[config.mk]
export PLATFORM = sky130hd
export DESIGN_NAME = fetch_unit
export DESIGN_NICKNAME = d
export VERILOG_FILES = /design/src/rtl/fetch_unit.sv
export SDC_FILE = /design/constraint.sdc
export NUM_CORES = 1
export LEC_CHECK = 0
export ABC_CLOCK_PERIOD_IN_PS = 8000
export CAP_MARGIN = 20
export CORE_MARGIN = 10
export CORE_UTILIZATION = 45
export CTS_CLUSTER_DIAMETER = 60
export DETAILED_ROUTE_END_ITERATION = 10
export MAX_ROUTING_LAYER = met4
export PLACE_DENSITY_LB_ADDON = 0.3
export REMOVE_ABC_BUFFERS = 1
export SLEW_MARGIN = 15
export SYNTH_ARGS = -nofsm -noshare
export SYNTH_HDL_FRONTEND = slang
export SYNTH_SLANG_ARGS = --single-unit
export TNS_END_PERCENT = 30
[constraint.sdc]
create_clock -name clk -period 8 [get_ports clk]
set_input_delay 1.2 -clock clk [delete_from_list [all_inputs] [get_ports clk]]
set_output_delay 1.2 -clock clk [all_outputs]
set_load 0.1 [all_outputs]
[src/rtl/fetch_unit.sv]
// Instruction fetch stage: PC register, fixed-latency imem reads and a small {pc, word} FIFO toward decode.
// Optional FETCH_BYPASS_EN forwards a returning word straight to decode when the FIFO is empty.
module fetch_unit #(
    parameter logic [31:0] RESET_PC = 32'h0000_0000,
    parameter int          DEPTH    = 4
) (
    input  logic        clk,
    input  logic        rst,
    output logic        imem_req,
    output logic [31:0] imem_addr,
    input  logic [31:0] imem_rdata,
    input  logic        redirect_valid,
    input  logic [31:0] redirect_pc,
    output logic        instr_valid,
    input  logic        instr_ready,
    output logic [31:0] instruction,
    output logic [31:0] instr_pc
);
    localparam int AW = (DEPTH > 2) ? $clog2(DEPTH) : 1;
    localparam logic [AW+1:0] DEPTH_W = (AW+2)'(DEPTH);
    localparam logic [AW-1:0] PTR_ONE = AW'(1);
    localparam logic [AW:0]   CNT_ONE = (AW+1)'(1);

    logic [31:0]   pc_r;
    logic [31:0]   inflight_pc_r;
    logic          inflight_r;
    logic [31:0]   fifo_pc_r   [DEPTH];
    logic [31:0]   fifo_word_r [DEPTH];
    logic [AW-1:0] rd_ptr_r;
    logic [AW-1:0] wr_ptr_r;
    logic [AW:0]   count_r;

    logic          credit_s;
    logic          req_s;
    logic          fifo_nonempty_s;
    logic          bypass_s;
    logic          valid_s;
    logic          push_s;
    logic          pop_s;

    // Request issue: only when every buffered plus in-flight word still has a FIFO slot.
    always_comb begin
        credit_s  = (({1'b0, count_r}) + (AW+2)'(inflight_r)) < DEPTH_W;
        req_s     = !rst && !redirect_valid && credit_s;
        imem_req  = req_s;
        if (req_s) begin
            imem_addr = pc_r;
        end else begin
            imem_addr = 32'h0000_0000;
        end
    end

    // Decode-side presentation plus push/pop decisions.
    always_comb begin
        fifo_nonempty_s = (count_r != {(AW+1){1'b0}});
`ifdef FETCH_BYPASS_EN
        bypass_s = !rst && !fifo_nonempty_s && inflight_r && !redirect_valid;
`else
        bypass_s = 1'b0;
`endif
        valid_s     = !rst && (fifo_nonempty_s || bypass_s);
        instr_valid = valid_s;
        instruction = 32'h0000_0000;
        instr_pc    = 32'h0000_0000;
        if (!valid_s) begin
            instruction = 32'h0000_0000;
            instr_pc    = 32'h0000_0000;
        end else if (fifo_nonempty_s) begin
            instruction = fifo_word_r[rd_ptr_r];
            instr_pc    = fifo_pc_r[rd_ptr_r];
        end else begin
            instruction = imem_rdata;
            instr_pc    = inflight_pc_r;
        end
        pop_s  = !rst && fifo_nonempty_s && instr_ready;
        // A bypassed word that the decoder takes this cycle never enters the FIFO.
        push_s = inflight_r && !redirect_valid && !(bypass_s && instr_ready);
    end

    // PC, in-flight tracking and FIFO state; redirect flushes everything, reset overrides all.
    always_ff @(posedge clk) begin
        if (rst) begin
            pc_r          <= RESET_PC;
            inflight_r    <= 1'b0;
            inflight_pc_r <= 32'h0000_0000;
            rd_ptr_r      <= {AW{1'b0}};
            wr_ptr_r      <= {AW{1'b0}};
            count_r       <= {(AW+1){1'b0}};
            for (int i = 0; i < DEPTH; i++) begin
                fifo_pc_r[i]   <= 32'h0000_0000;
                fifo_word_r[i] <= 32'h0000_0000;
            end
        end else if (redirect_valid) begin
            pc_r       <= redirect_pc & 32'hFFFF_FFFC;
            inflight_r <= 1'b0;
            rd_ptr_r   <= {AW{1'b0}};
            wr_ptr_r   <= {AW{1'b0}};
            count_r    <= {(AW+1){1'b0}};
        end else begin
            if (req_s) begin
                pc_r          <= pc_r + 32'd4;
                inflight_pc_r <= pc_r;
                inflight_r    <= 1'b1;
            end else begin
                inflight_r <= 1'b0;
            end
            if (push_s) begin
                fifo_pc_r[wr_ptr_r]   <= inflight_pc_r;
                fifo_word_r[wr_ptr_r] <= imem_rdata;
                wr_ptr_r              <= wr_ptr_r + PTR_ONE;
            end
            if (pop_s) begin
                rd_ptr_r <= rd_ptr_r + PTR_ONE;
            end
            case ({push_s, pop_s})
                2'b10:   count_r <= count_r + CNT_ONE;
                2'b01:   count_r <= count_r - CNT_ONE;
                default: count_r <= count_r;
            endcase
        end
    end
endmodule

==> run metrics <==
Max Freq=182 MHz; count leader, synth=edfxtp_1; FFs w/ async S/R, synth=0%; Synth area leader=edfxtp_1; post-CTS sizing=0; gpl congestion=0.757; fin crit period=5.49 ns; maximum vdd drop=0.127 mV; Hold Slack=0.456 ns; busiest grt layer=met2; Hold EP=inflight_pc_r[22]$_SDFFE_PP0P_; Cell Area, Synth=14100 um2; hold buffer count at cts=0; #FFs+latches synth=318; drt pass-1 iters=5; Clock Latency Late Sink=0.51 ns; core area=30700 um2; Hold Path Origin=inflight_pc_r[22]$_SDFFE_PP0P_; Critical Path Start Type=input port; cell repeated most along the worst path=buf_4; Worst Max-Slew Pin Slew=1.09 ns; CP Cell Sequence=buf_2 > buf_4 > nor2_4 > buf_4 > and2_1 > clkdlybuf4s50_1; total CTS buffers=34; CTS tree=yes; Worst Path Max Fanout=45; final instance area=16900 um2; die width=197 um; Syn Inst Count=1166; DRC=0; share of cells above drive strength 1=10.2%; CP max stage cell=clkdlybuf4s50_1; top post-synthesis cells by area=edfxtp_1 53%, dfxtp_1 10%, mux4_2 9.9%; number of synthesized flops with an enable pin=248; Ports=166; met3 global-route usage=2.91%; register area share after synthesis=62.9%; pwr/cell area=211 nW/um2; Power Total=3.58 mW; leakage=6.59 nW; Final nets=1369; fin cells=1717; clock sink count=318; WP data required=6.80 ns; final setup vio count=0; Rows=64; largest net degree at the start of global routing=64; Post-CTS Repair Setup Buffers=0; setup TNS=0 ns; Clock Path Buffers=3; Crit Path Category=in2out; Unique masters post-synth=48; GR Overflow Total=0; fin crit share=68.7%; Crit path largest cell delay=1.16 ns; Initial Utilization=45.8%; Final Max Tran Viols=0; Slew headroom=27.0%; Detailed Place HPWL=20500 um; vias per cell=5.27; wire per inst=20.2 um; crit path DAT=4.29 ns; full die area=38800 um2; placed cells=1658; Post-synth top cells=248 x edfxtp_1, 210 x nor2_1, 134 x nand2_1; Starting DRT DRC Count=699; Die Span Y=197 um; synth warn=0; Hold Path Cell Cnt=2; met1 usage=23.0%; worst-case clock skew=0.0217 ns; first-pass GRT wire length=54000 um; clock root buffer=clkbuf_16; GRT Overall Usage=18.4%; post-route ant nets=0; H-tree depth=2; reg-to-reg slack, setup=4.86 ns; I/O Buffers=159; max cap viols=0; status=completed; Crit Reg-Reg Startpoint=wr_ptr_r[0]$_SDFFE_PP0P_; DP Area=15900 um2; Post-synth top flop=edfxtp_1; met2 usage=30.5%; area grow syn2layout=20.3%; Worst-path clk slew=0.06 ns; initial antenna violation count=0; syn avg cell area=12.1 um2; vias in the first global route=9481; R2R depth=3; worst hold path class=reg2reg; RR Endpoint=fifo_word_r[1][29]$_SDFFCE_PN0P_; Worst Setup End Kind=primary output; unrepaired setup endpoints after global routing=no; Vias=9045; Total Routed Length=34700 um; Yosys top cell area share=52.9%; final hold viol count=0; n_diodes=0
[sequential cells by signal, indices dropped and copies added, names as in the netlist, named ones only]
register and flops:
wr_ptr_r 2, pc_r 30, fifo_pc_r 120, count_r 3
fifo_word_r 128, inflight_r 1, rd_ptr_r 2, inflight_pc_r 30
[kinds of logic (layout without fill, tap and decap cells)]
family / Yosys count / in the layout / share of synthesized area [%]
AND/OR/NAND/NOR: 475 / 475 / 15.2
flip-flops: 318 / 318 / 62.9
buffers and inverters: 186 / 338 / 5.71
AO/OA/AOI/OAI: 82 / 82 / 3.51
multiplexers: 68 / 68 / 10.3
XOR/XNOR: 33 / 33 / 2.05
adder cells (fa/ha/maj): 3 / 3 / 0.320
other: 1 / 4 / 0.0266
[area by class of cell]
| type | count | area (um2) |
|---|---|---|
| Clock buffer | 44 | 920 |
| Clock inverter | 15 | 92.6 |
| Fill cell | 2645 | 13800 |
| Inverter | 110 | 414 |
| Multi-Input combinational cell | 665 | 4510 |
| Sequential cell | 318 | 8860 |
| Tap cell | 396 | 495 |
| Timing Repair Buffer | 169 | 1660 |
[layout by cell type (no fill, tap or decap), drive strengths merged, types with 5 or more instances in the layout]
master / netlist / layout
a21oi: 47 / 47
a22oi: 6 / 6
and2: 65 / 65
and3: 7 / 7
and4: 5 / 5
buf: 30 / 12
clkbuf: 46 / 44
clkdlybuf4s50: 0 / 157
clkinv: 1 / 14
dfxtp: 70 / 70
edfxtp: 248 / 248
inv: 109 / 110
mux2i: 6 / 6
mux4: 62 / 62
nand2: 134 / 134
nand3: 13 / 13
nand4: 15 / 15
nor2: 211 / 211
nor2b: 9 / 9
o21a: 11 / 11
o22ai: 6 / 6
xnor2: 13 / 13
xor2: 20 / 20
[critical path: cells and delay by family]
family,cells,cell delay [ns]
AND/OR/NAND/NOR,2,0.86
buffers and inverters,4,2.21
[through the flow]
stage | utilization (%) | setup slack [ns]
5_1_grt | 55.1 | 2.33
3_5_place_dp | 51.8 | 2.44
3_3_place_gp | 51.8 | 2.48
6_report | 55.1 | 2.51
2_1_floorplan | - | 2.19
4_1_cts | 55.1 | 2.44
[per-layer routing]
layer	routed length, um	part of all wire (%)	up-vias
met5	0	0	-
met3	1950	5.6	61
met2	17200	50	289
li1	-	-	4243
met4	754	2.2	0
met1	14800	43	4452
[power breakdown]
part           leakage [nW]  internal (mW)  total [mW]  switching (mW)
clock network         0.496          0.840        1.45           0.611
logic                  2.94         0.0880       0.254           0.166
registers              3.15           1.84        1.87          0.0313
total                  6.59           2.77        3.58           0.808
[worst max path at each step]
| stage | startpoint | endpoint | slack (ns) | cells past startpoint |
|---|---|---|---|---|
| after CTS | rst | instr_pc[25] | 2.44 | 6 |
| after global routing | rst | instr_pc[25] | 2.33 | 6 |
| final | rst | instr_pc[27] | 2.51 | 6 |
| after global placement | rst | instr_pc[25] | 2.48 | 6 |
| after floorplan | rst | instr_pc[10] | 2.19 | 2 |
| after detailed placement | rst | instr_pc[25] | 2.44 | 6 |
No activity file was read; power rests on OpenSTA's default activity.
